--- config.mk ---
export PLATFORM = sky130hd
export DESIGN_NAME = uvmt_apb_st_slv_mem_flat
export DESIGN_NICKNAME = d
export VERILOG_FILES = /design/src/rtl/uvmt_apb_st_slv_mem_if.sv /design/src/rtl/uvmt_apb_st_slv_mem.sv /design/src/flat_wrapper.sv
export SDC_FILE = /design/constraint.sdc
export NUM_CORES = 1
export LEC_CHECK = 0
export CORE_ASPECT_RATIO = 1.2
export CORE_MARGIN = 5
export CORE_UTILIZATION = 55
export DETAILED_ROUTE_END_ITERATION = 16
export GPL_ROUTABILITY_DRIVEN = 0
export PLACE_DENSITY = 0.74
export REMOVE_ABC_BUFFERS = 1
export SYNTH_ARGS = -nofsm -noshare
export SYNTH_HDL_FRONTEND = slang
export SYNTH_SLANG_ARGS = --single-unit
--- constraint.sdc ---
create_clock -name clk -period 2.5 [get_ports clk]
set_clock_uncertainty 0.2 [all_clocks]
set_input_delay 0.5 -clock clk [delete_from_list [all_inputs] [get_ports clk]]
set_output_delay 0.5 -clock clk [all_outputs]
set_load 0.01 [all_outputs]
--- src/rtl/uvmt_apb_st_slv_mem_if.sv ---
// APB bus bundle between the self-test master and the memory completer.
// The master modport drives the request side; the slave modport returns the response.
interface uvmt_apb_st_slv_mem_if #(
    parameter int unsigned ADDR_WIDTH = 32,
    parameter int unsigned DATA_WIDTH = 32
);
    logic                  psel;
    logic                  penable;
    logic                  pwrite;
    logic [ADDR_WIDTH-1:0] paddr;
    logic [DATA_WIDTH-1:0] pwdata;
    logic                  pready;
    logic [DATA_WIDTH-1:0] prdata;
    logic                  pslverr;

    modport master (
        output psel, penable, pwrite, paddr, pwdata,
        input  pready, prdata, pslverr
    );

    modport slave (
        input  psel, penable, pwrite, paddr, pwdata,
        output pready, prdata, pslverr
    );
endinterface

--- src/rtl/uvmt_apb_st_slv_mem.sv ---
// APB completer holding DEPTH word registers, with configurable wait states,
// pslverr on misaligned or out-of-range accesses, and a completed-transfer counter.
module uvmt_apb_st_slv_mem #(
    parameter int unsigned ADDR_WIDTH  = 32,
    parameter int unsigned DATA_WIDTH  = 32,
    parameter int unsigned DEPTH       = 16,
    parameter int unsigned WAIT_STATES = 0
) (
    input  logic                    clk,
    input  logic                    reset,
    uvmt_apb_st_slv_mem_if.slave    apb,
    output logic [15:0]             xfer_cnt
);
    localparam int unsigned IDX_W = (DEPTH > 1) ? $clog2(DEPTH) : 1;
    localparam int unsigned CNT_W = 4;

    typedef enum logic [1:0] {
        S_IDLE  = 2'd0,
        S_WAIT  = 2'd1,
        S_READY = 2'd2
    } state_t;

    state_t                state, state_nxt;
    logic [CNT_W-1:0]      cnt, cnt_nxt;
    logic                  lat_wr, lat_wr_nxt;
    logic                  lat_legal, lat_legal_nxt;
    logic [IDX_W-1:0]      lat_idx, lat_idx_nxt;
    logic [DATA_WIDTH-1:0] lat_wdata, lat_wdata_nxt;
    logic                  pready_q, pready_nxt;
    logic [DATA_WIDTH-1:0] prdata_q, prdata_nxt;
    logic                  pslverr_q, pslverr_nxt;
    logic [15:0]           xfer_cnt_nxt;
    logic                  mem_we;
    logic [DATA_WIDTH-1:0] mem [DEPTH];

    // Address decode of the live bus, used when the setup phase is sampled.
    logic [ADDR_WIDTH-1:0] dec_word;
    logic                  dec_legal;
    logic [IDX_W-1:0]      dec_idx;

    always_comb begin
        dec_word  = apb.paddr >> 2;
        dec_legal = (apb.paddr[1:0] == 2'b00) && (dec_word < ADDR_WIDTH'(DEPTH));
        dec_idx   = IDX_W'(dec_word);
    end

    // Response source: live decode on a zero-wait setup, latched values otherwise.
    logic             go_ready;
    logic             sel_wr;
    logic             sel_legal;
    logic [IDX_W-1:0] sel_idx;

    always_comb begin
        state_nxt     = state;
        cnt_nxt       = cnt;
        lat_wr_nxt    = lat_wr;
        lat_legal_nxt = lat_legal;
        lat_idx_nxt   = lat_idx;
        lat_wdata_nxt = lat_wdata;
        pready_nxt    = 1'b0;
        prdata_nxt    = '0;
        pslverr_nxt   = 1'b0;
        xfer_cnt_nxt  = xfer_cnt;
        mem_we        = 1'b0;
        go_ready      = 1'b0;
        sel_wr        = lat_wr;
        sel_legal     = lat_legal;
        sel_idx       = lat_idx;

        case (state)
            S_IDLE: begin
                if (apb.psel && !apb.penable) begin
                    lat_wr_nxt    = apb.pwrite;
                    lat_legal_nxt = dec_legal;
                    lat_idx_nxt   = dec_idx;
                    lat_wdata_nxt = apb.pwdata;
                    if (WAIT_STATES == 0) begin
                        go_ready  = 1'b1;
                        sel_wr    = apb.pwrite;
                        sel_legal = dec_legal;
                        sel_idx   = dec_idx;
                    end else begin
                        state_nxt = S_WAIT;
                        cnt_nxt   = CNT_W'(WAIT_STATES);
                    end
                end
            end
            S_WAIT: begin
                if (!apb.psel) begin
                    state_nxt = S_IDLE;
                    cnt_nxt   = '0;
                end else if (apb.penable) begin
                    cnt_nxt = cnt - CNT_W'(1);
                    if (cnt == CNT_W'(1)) begin
                        go_ready = 1'b1;
                    end
                end
            end
            S_READY: begin
                state_nxt = S_IDLE;
                if (apb.psel) begin
                    mem_we       = lat_wr && lat_legal;
                    xfer_cnt_nxt = xfer_cnt + 16'd1;
                end
            end
            default: begin
                state_nxt = S_IDLE;
                cnt_nxt   = '0;
            end
        endcase

        if (go_ready) begin
            state_nxt   = S_READY;
            pready_nxt  = 1'b1;
            pslverr_nxt = !sel_legal;
            if (sel_legal && !sel_wr) begin
                prdata_nxt = mem[sel_idx];
            end
        end
    end

    always_ff @(posedge clk) begin
        if (reset) begin
            state     <= S_IDLE;
            cnt       <= '0;
            lat_wr    <= 1'b0;
            lat_legal <= 1'b0;
            lat_idx   <= '0;
            lat_wdata <= '0;
            pready_q  <= 1'b0;
            prdata_q  <= '0;
            pslverr_q <= 1'b0;
            xfer_cnt  <= '0;
            for (int unsigned i = 0; i < DEPTH; i++) begin
                mem[i] <= '0;
            end
        end else begin
            state     <= state_nxt;
            cnt       <= cnt_nxt;
            lat_wr    <= lat_wr_nxt;
            lat_legal <= lat_legal_nxt;
            lat_idx   <= lat_idx_nxt;
            lat_wdata <= lat_wdata_nxt;
            pready_q  <= pready_nxt;
            prdata_q  <= prdata_nxt;
            pslverr_q <= pslverr_nxt;
            xfer_cnt  <= xfer_cnt_nxt;
            if (mem_we) begin
                mem[lat_idx] <= lat_wdata;
            end
        end
    end

    assign apb.pready  = pready_q;
    assign apb.prdata  = prdata_q;
    assign apb.pslverr = pslverr_q;
endmodule

--- src/flat_wrapper.sv ---
// flat-port wrapper written by rule: the top's interface ports become plain ports
module uvmt_apb_st_slv_mem_flat 
#(
    parameter int unsigned ADDR_WIDTH  = 32,
    parameter int unsigned DATA_WIDTH  = 32,
    parameter int unsigned DEPTH       = 16,
    parameter int unsigned WAIT_STATES = 0
)
  (clk, reset, xfer_cnt, apb_psel, apb_penable, apb_pwrite, apb_paddr, apb_pwdata, apb_pready, apb_prdata, apb_pslverr);
  uvmt_apb_st_slv_mem_if #(.ADDR_WIDTH(ADDR_WIDTH), .DATA_WIDTH(DATA_WIDTH)) apb_i ();
  input  logic clk;
  input  logic reset;
  output logic [15:0] xfer_cnt;
  input wire logic [$bits(apb_i.psel)-1:0] apb_psel;
  input wire logic [$bits(apb_i.penable)-1:0] apb_penable;
  input wire logic [$bits(apb_i.pwrite)-1:0] apb_pwrite;
  input wire logic [$bits(apb_i.paddr)-1:0] apb_paddr;
  input wire logic [$bits(apb_i.pwdata)-1:0] apb_pwdata;
  output wire logic [$bits(apb_i.pready)-1:0] apb_pready;
  output wire logic [$bits(apb_i.prdata)-1:0] apb_prdata;
  output wire logic [$bits(apb_i.pslverr)-1:0] apb_pslverr;
  assign apb_i.psel = apb_psel;
  assign apb_i.penable = apb_penable;
  assign apb_i.pwrite = apb_pwrite;
  assign apb_i.paddr = apb_paddr;
  assign apb_i.pwdata = apb_pwdata;
  assign apb_pready = apb_i.pready;
  assign apb_prdata = apb_i.prdata;
  assign apb_pslverr = apb_i.pslverr;
  uvmt_apb_st_slv_mem #(.ADDR_WIDTH(ADDR_WIDTH), .DATA_WIDTH(DATA_WIDTH), .DEPTH(DEPTH), .WAIT_STATES(WAIT_STATES)) u_core (.clk(clk), .reset(reset), .apb(apb_i), .xfer_cnt(xfer_cnt));
endmodule
# Word level (Yosys, flattened, before mapping)

Memories as Yosys holds them, arrays and structs flattened. A register that Yosys moved wholly into a read port is not among the register bits.
Index checks and enable logic that the tools add are counted.

$add $sub $neg: 2
$lt $le $gt $ge: 1
Eq/ne operators: 7
Multiplexer cells: 28
Bitwise logic cells: 4
Reductions and logical operators: 19

Operators by type and width:

| cell                    | count |
|---|---|
| $mux W32                | 1 |
| $reduce_or A32 Y1       | 1 |
| $lt A30 B5 Y1 const B   | 1 |
| $mux W4                 | 5 |
| $mux W1                 | 17 |
| $add A16 B1 Y16 const B | 1 |
| $reduce_and A2 Y1       | 5 |
| $pmux W4 S2             | 1 |
| $reduce_or A2 Y1        | 3 |
| $eq A4 B1 Y1 const B    | 1 |
| $logic_and A1 B1 Y1     | 4 |
| $logic_not A2 Y1        | 2 |
| $mux W2                 | 2 |
| $not A1 Y1              | 4 |
| $pmux W2 S2             | 1 |
| $sub A4 B1 Y4 const B   | 1 |
| $logic_not A1 Y1        | 3 |
| $ne A3 B2 Y1 const B    | 1 |
| $ne A3 B3 Y1 const B    | 1 |
| $reduce_or A3 Y1        | 1 |
| $eq A2 B1 Y1 const B    | 1 |
| $eq A2 B2 Y1 const B    | 1 |
| $ne A2 B1 Y1 const B    | 1 |
| $ne A2 B2 Y1 const B    | 1 |
| $pmux W1 S2             | 1 |

Bits in registers: 62
RAM bits: 512
Bits of input ports: 69
Word-level logic and storage cells: 72
Memories: 1

Memories:

| name       | depth | width | read ports | clocked after Yosys merged registers in | wr ports | line                      | RTL |
|---|---|---|---|---|---|---|---|
| u_core.mem | 16    | 32    | 1          | 1                                       | 16       | uvmt_apb_st_slv_mem.sv:34 | `logic [DATA_WIDTH-1:0] mem [DEPTH];` |

# Longest topological paths before layout

Depth in word-level cells: 8
Gate-level depth with buffers: 9
Gate-level depth less buffers: 6

# Worst setup path before layout

No wires, ideal clock.

Path kind: input to register
Start point: input port apb_psel
End point: memory u_core.mem[14][0], enable pin
Setup time: 0.375 ns
Data arrival time: 1.957 ns
Required time: 1.925 ns
Setup slack: -0.032 ns
Stages: 6
Path buffers: 1
Cell sequence: and2_0 -> buf_2 -> nand4b_1 -> or3_1 -> nor2_1 -> or2_2

RTL lines:

| what            | line                      | RTL |
|---|---|---|
| start, declared | flat_wrapper.sv:14        | `input wire logic [$bits(apb_i.psel)-1:0] apb_psel;` |
| end, declared   | uvmt_apb_st_slv_mem.sv:34 |  |

# Final worst setup path

Start point: input port apb_penable
End point: register u_core.prdata_q[31] (netlist: u_core.apb.prdata[31]), read port of u_core.mem

Cells in the longest elaborated chain, start to end: 8

RTL lines:

| what                       | line                       | RTL |
|---|---|---|
| start, declared            | flat_wrapper.sv:15         | `input wire logic [$bits(apb_i.penable)-1:0] apb_penable;` |
| $logic_not A1 Y1           | uvmt_apb_st_slv_mem.sv:72  | `if (apb.psel && !apb.penable) begin` |
| $logic_and A1 B1 Y1        | uvmt_apb_st_slv_mem.sv:72  |  |
| $mux W1                    | uvmt_apb_st_slv_mem.sv:72  |  |
| $mux W1                    | uvmt_apb_st_slv_mem.sv:70  | `case (state)` |
| $logic_not A1 Y1           | uvmt_apb_st_slv_mem.sv:116 | `if (sel_legal && !sel_wr) begin` |
| $logic_and A1 B1 Y1        | uvmt_apb_st_slv_mem.sv:116 |  |
| $not A1 Y1 (no line)       | --                         |  |
| $reduce_or A3 Y1 (no line) | --                         |  |
| end, declared              | uvmt_apb_st_slv_mem.sv:30  | `logic [DATA_WIDTH-1:0] prdata_q, prdata_nxt;` |

Several ways; a longest one is shown, not always the timed one.
A chain may end at the register's enable or synchronous reset.

==> flow_summary.json <==
{
  "outcome": "complete, but fails checks",
  "failed_checks": "setup timing",
  "die-height_um": 252.8,
  "hold_start": "apb_pwdata[8]",
  "peakVddDrop_mv": 0.5151,
  "grt_pass1_vias": 18813,
  "cp_common_cell": "buf_12",
  "critPathCapture": "u_core.apb.prdata[31]",
  "yosysSeqAreaShare": 0.6352,
  "reg2reg_from": "u_core.state[1]",
  "layout_min_cycle_time_ps": 2506,
  "yosys_warnings": 0,
  "holdBufCountCts": 0,
  "cts.sinks": 601,
  "start_util": 0.5525,
  "first_pass_iters": 5,
  "power.static_leakage_uw": 0.01159,
  "drive_gt1_frac": 0.1575,
  "cts_tree": "yes",
  "via_per_inst": 6.156,
  "worst-r2r-setup-slack_ps": 0,
  "end_kind": "register",
  "post_drt_wl_per_cell_um": 26.08,
  "finalSetupTns_ps": -6.007,
  "grt_max_degree": 74,
  "grt_pass1_wl_mm": 114.7,
  "timing.fmax_mhz": 399.0,
  "async_flop_share": 0,
  "synth_ff_type": "edfxtp_1",
  "critPathMaxFanout": 73,
  "drt-total-wl_mm": 77.53,
  "dieWidth_um": 212.3,
  "fin_crit_sh": 1.002,
  "cp-start-kind": "primary input",
  "grt_overflow": 0,
  "maxSlewHeadroom": 0.5567,
  "slowest_stage": "clkdlybuf4s50_1",
  "synth_cell_type_count": 48,
  "drt_iter0_markers": 2369,
  "clockBufferDepth": 3,
  "row_count": 89,
  "stdcell_count": 2973,
  "clkSlewWorstSetupHoldPaths_ps": 70,
  "ys_seq_elements": 601,
  "core-area_um2": 48890,
  "nNetsFinal": 2357,
  "synth_common_cells": "and2_1, edfxtp_1, nand2_1, clkbuf_1, mux2i_1",
  "syn_inst": 2147,
  "drv_slew": 0,
  "setup_violations": 1,
  "num_io_pins": 119,
  "fp.dieArea_um2": 53660,
  "worstPathArrival_ps": 2870,
  "cap_violations": 0,
  "fin_ws_ps": -6.007,
  "finalHoldViolCount": 0,
  "drc": 0,
  "dp.cells": 2862,
  "pre_cts_slack_ps": -747.3,
  "critPathKind": "primary input to register",
  "cpPeakStageDelay_ps": 480,
  "syn_avg_cell_area_um2": 12.58,
  "critPathLaunch": "apb_penable",
  "reg2reg_depth": 7,
  "dpl.hpwl_mm": 46.69,
  "cts_root_buffer": "clkbuf_16",
  "vias": 18302,
  "netlist.area_leader.share": 0.5693,
  "crit_required_ps": 2860,
  "ctsHtreeMaxLevel": 2,
  "netlist_area_um2": 27010,
  "antennaDiodeCount": 0,
  "drt.antenna.violating_nets": 0,
  "max_slew.worst_pin.slew_ps": 664.0,
  "reg2reg_to": "u_core.apb.prdata[31]",
  "crit_chain": "clkdlybuf4s50_1, nor3b_4, buf_12, mux2_8, buf_12, mux2i_1, a221oi_2, a32o_1",
  "synth_area_leaders": "edfxtp_1, and2_1, dfxtp_1, mux2i_1, nand2_1",
  "grt_usage": 0.2861,
  "antenna_found_initial": 4,
  "power_density_nw_per_um2": 691.5,
  "hold_class": "primary input to register",
  "synth-edff-count": 512,
  "synth_largest_area_cell": "edfxtp_1",
  "syn2layout_area_growth_pct": 19.19,
  "port_buffers": 118,
  "fin_util": 0.6585,
  "finalPower_uw": 22260,
  "clkLatencyLatePin_ps": 620,
  "numCtsBuffers": 57
}
worst min path at each step:
stage / depth (start not counted) / to
floorplan: 2 / u_core.lat_legal
global placement: 2 / u_core.lat_legal
detailed placement: 2 / u_core.lat_legal
CTS: 3 / u_core.lat_wdata[1]
global route: 3 / u_core.lat_wdata[8]
finish: 3 / u_core.lat_wdata[8]
registers in the layout, summed over array words and instances, names as in the netlist:
name                flops
u_core.lat_legal        1
u_core.state            1
u_core.mem            512
u_core.apb.pslverr      1
u_core.apb.pready       1
u_core.apb.prdata      32
u_core.lat_wdata       32
u_core.lat_idx          4
u_core.lat_wr           1
u_core.xfer_cnt        16
per-layer routing:
| metal | share of wire | GRT usage | routed length (um) | up-vias |
|---|---|---|---|---|
| li1 | - | - | - | 7983 |
| met1 | 0.37 | 0.3653 | 28950 | 9129 |
| met2 | 0.49 | 0.4846 | 38010 | 985 |
| met3 | 0.094 | 0.05425 | 7251 | 203 |
| met4 | 0.043 | 0.1158 | 3313 | 2 |
| met5 | 0.00013 | 0 | 10 | - |
layout make-up:
cell class / count / area, um^2
Sequential cell: 601 / 17160
Fill cell: 3431 / 16690
Multi-Input combinational cell: 1360 / 9131
Timing Repair Buffer: 261 / 3044
Clock buffer: 80 / 1730
Tap cell: 637 / 797.0
Clock inverter: 28 / 306.5
Inverter: 6 / 22.52
power breakdown:
part	internal, uW	switching (uW)	leakage (uW)
clock network	5460	3810	0.00102
logic	677	978	0.00455
registers	11100	196	0.00602
cell families after synthesis:
family                     after synthesis  share of synthesized area
and+or+nand+nor                        916                     0.1832
DFF                                    601                     0.6352
AOI/OAI and AO/OA                      236                    0.06768
muxes                                  195                    0.07547
buffers and inverters                  186                    0.03405
xor gates and xnor gates                12                   0.003891
adders and majority gates                1                  0.0004632
placed cells by master, fill, tap and decap left out, types with 3 or more instances in the layout:
cell,synthesis,final
a21oi_1,40,40
a221oi_1,31,22
a221oi_2,0,9
a32o_1,32,32
a32oi_1,96,96
and2_1,512,512
and4_1,3,3
buf_12,4,62
buf_4,11,79
bufinv_16,0,6
clkbuf_1,132,8
clkbuf_16,0,64
clkbuf_8,0,9
clkdlybuf4s50_1,0,115
clkinv_2,0,14
dfxtp_1,89,87
edfxtp_1,512,512
inv_1,6,6
mux2_2,62,62
mux2i_1,131,129
nand2_1,304,302
nand3_1,4,4
nand4_1,6,6
nor2_1,31,19
nor2_2,0,11
nor3_1,4,4
nor3_4,0,4
nor4_1,8,8
o21ai_0,34,34
or2_2,16,16
or3_1,10,5
or3_4,0,5
xnor2_1,7,7
xor2_1,5,5
repair_timing:
action | CTS | global route
gates cloned | 0 | 1
setup endpoints to repair | 319 | 683
buffers inserted | 0 | 2
gates resized for setup | 10 | 11
pin swaps | 0 | 1
worst max-delay path: cells and delay by family:
| family | cells | cell delay [ps] |
|---|---|---|
| AND/OR/NAND/NOR | 1 | 270 |
| AO/OA/AOI/OAI | 2 | 490 |
| multiplexers | 2 | 630 |
| buffers and inverters | 3 | 860 |
stage by stage:
step	hold WS [ps]	instance area, um^2
finish	220.1	32190
global route	223.8	32190
CTS	200.4	32100
detailed placement	260.5	30010
global placement	247.1	30010
floorplan	230.5	26110
(Power assumes the default switching activity.)
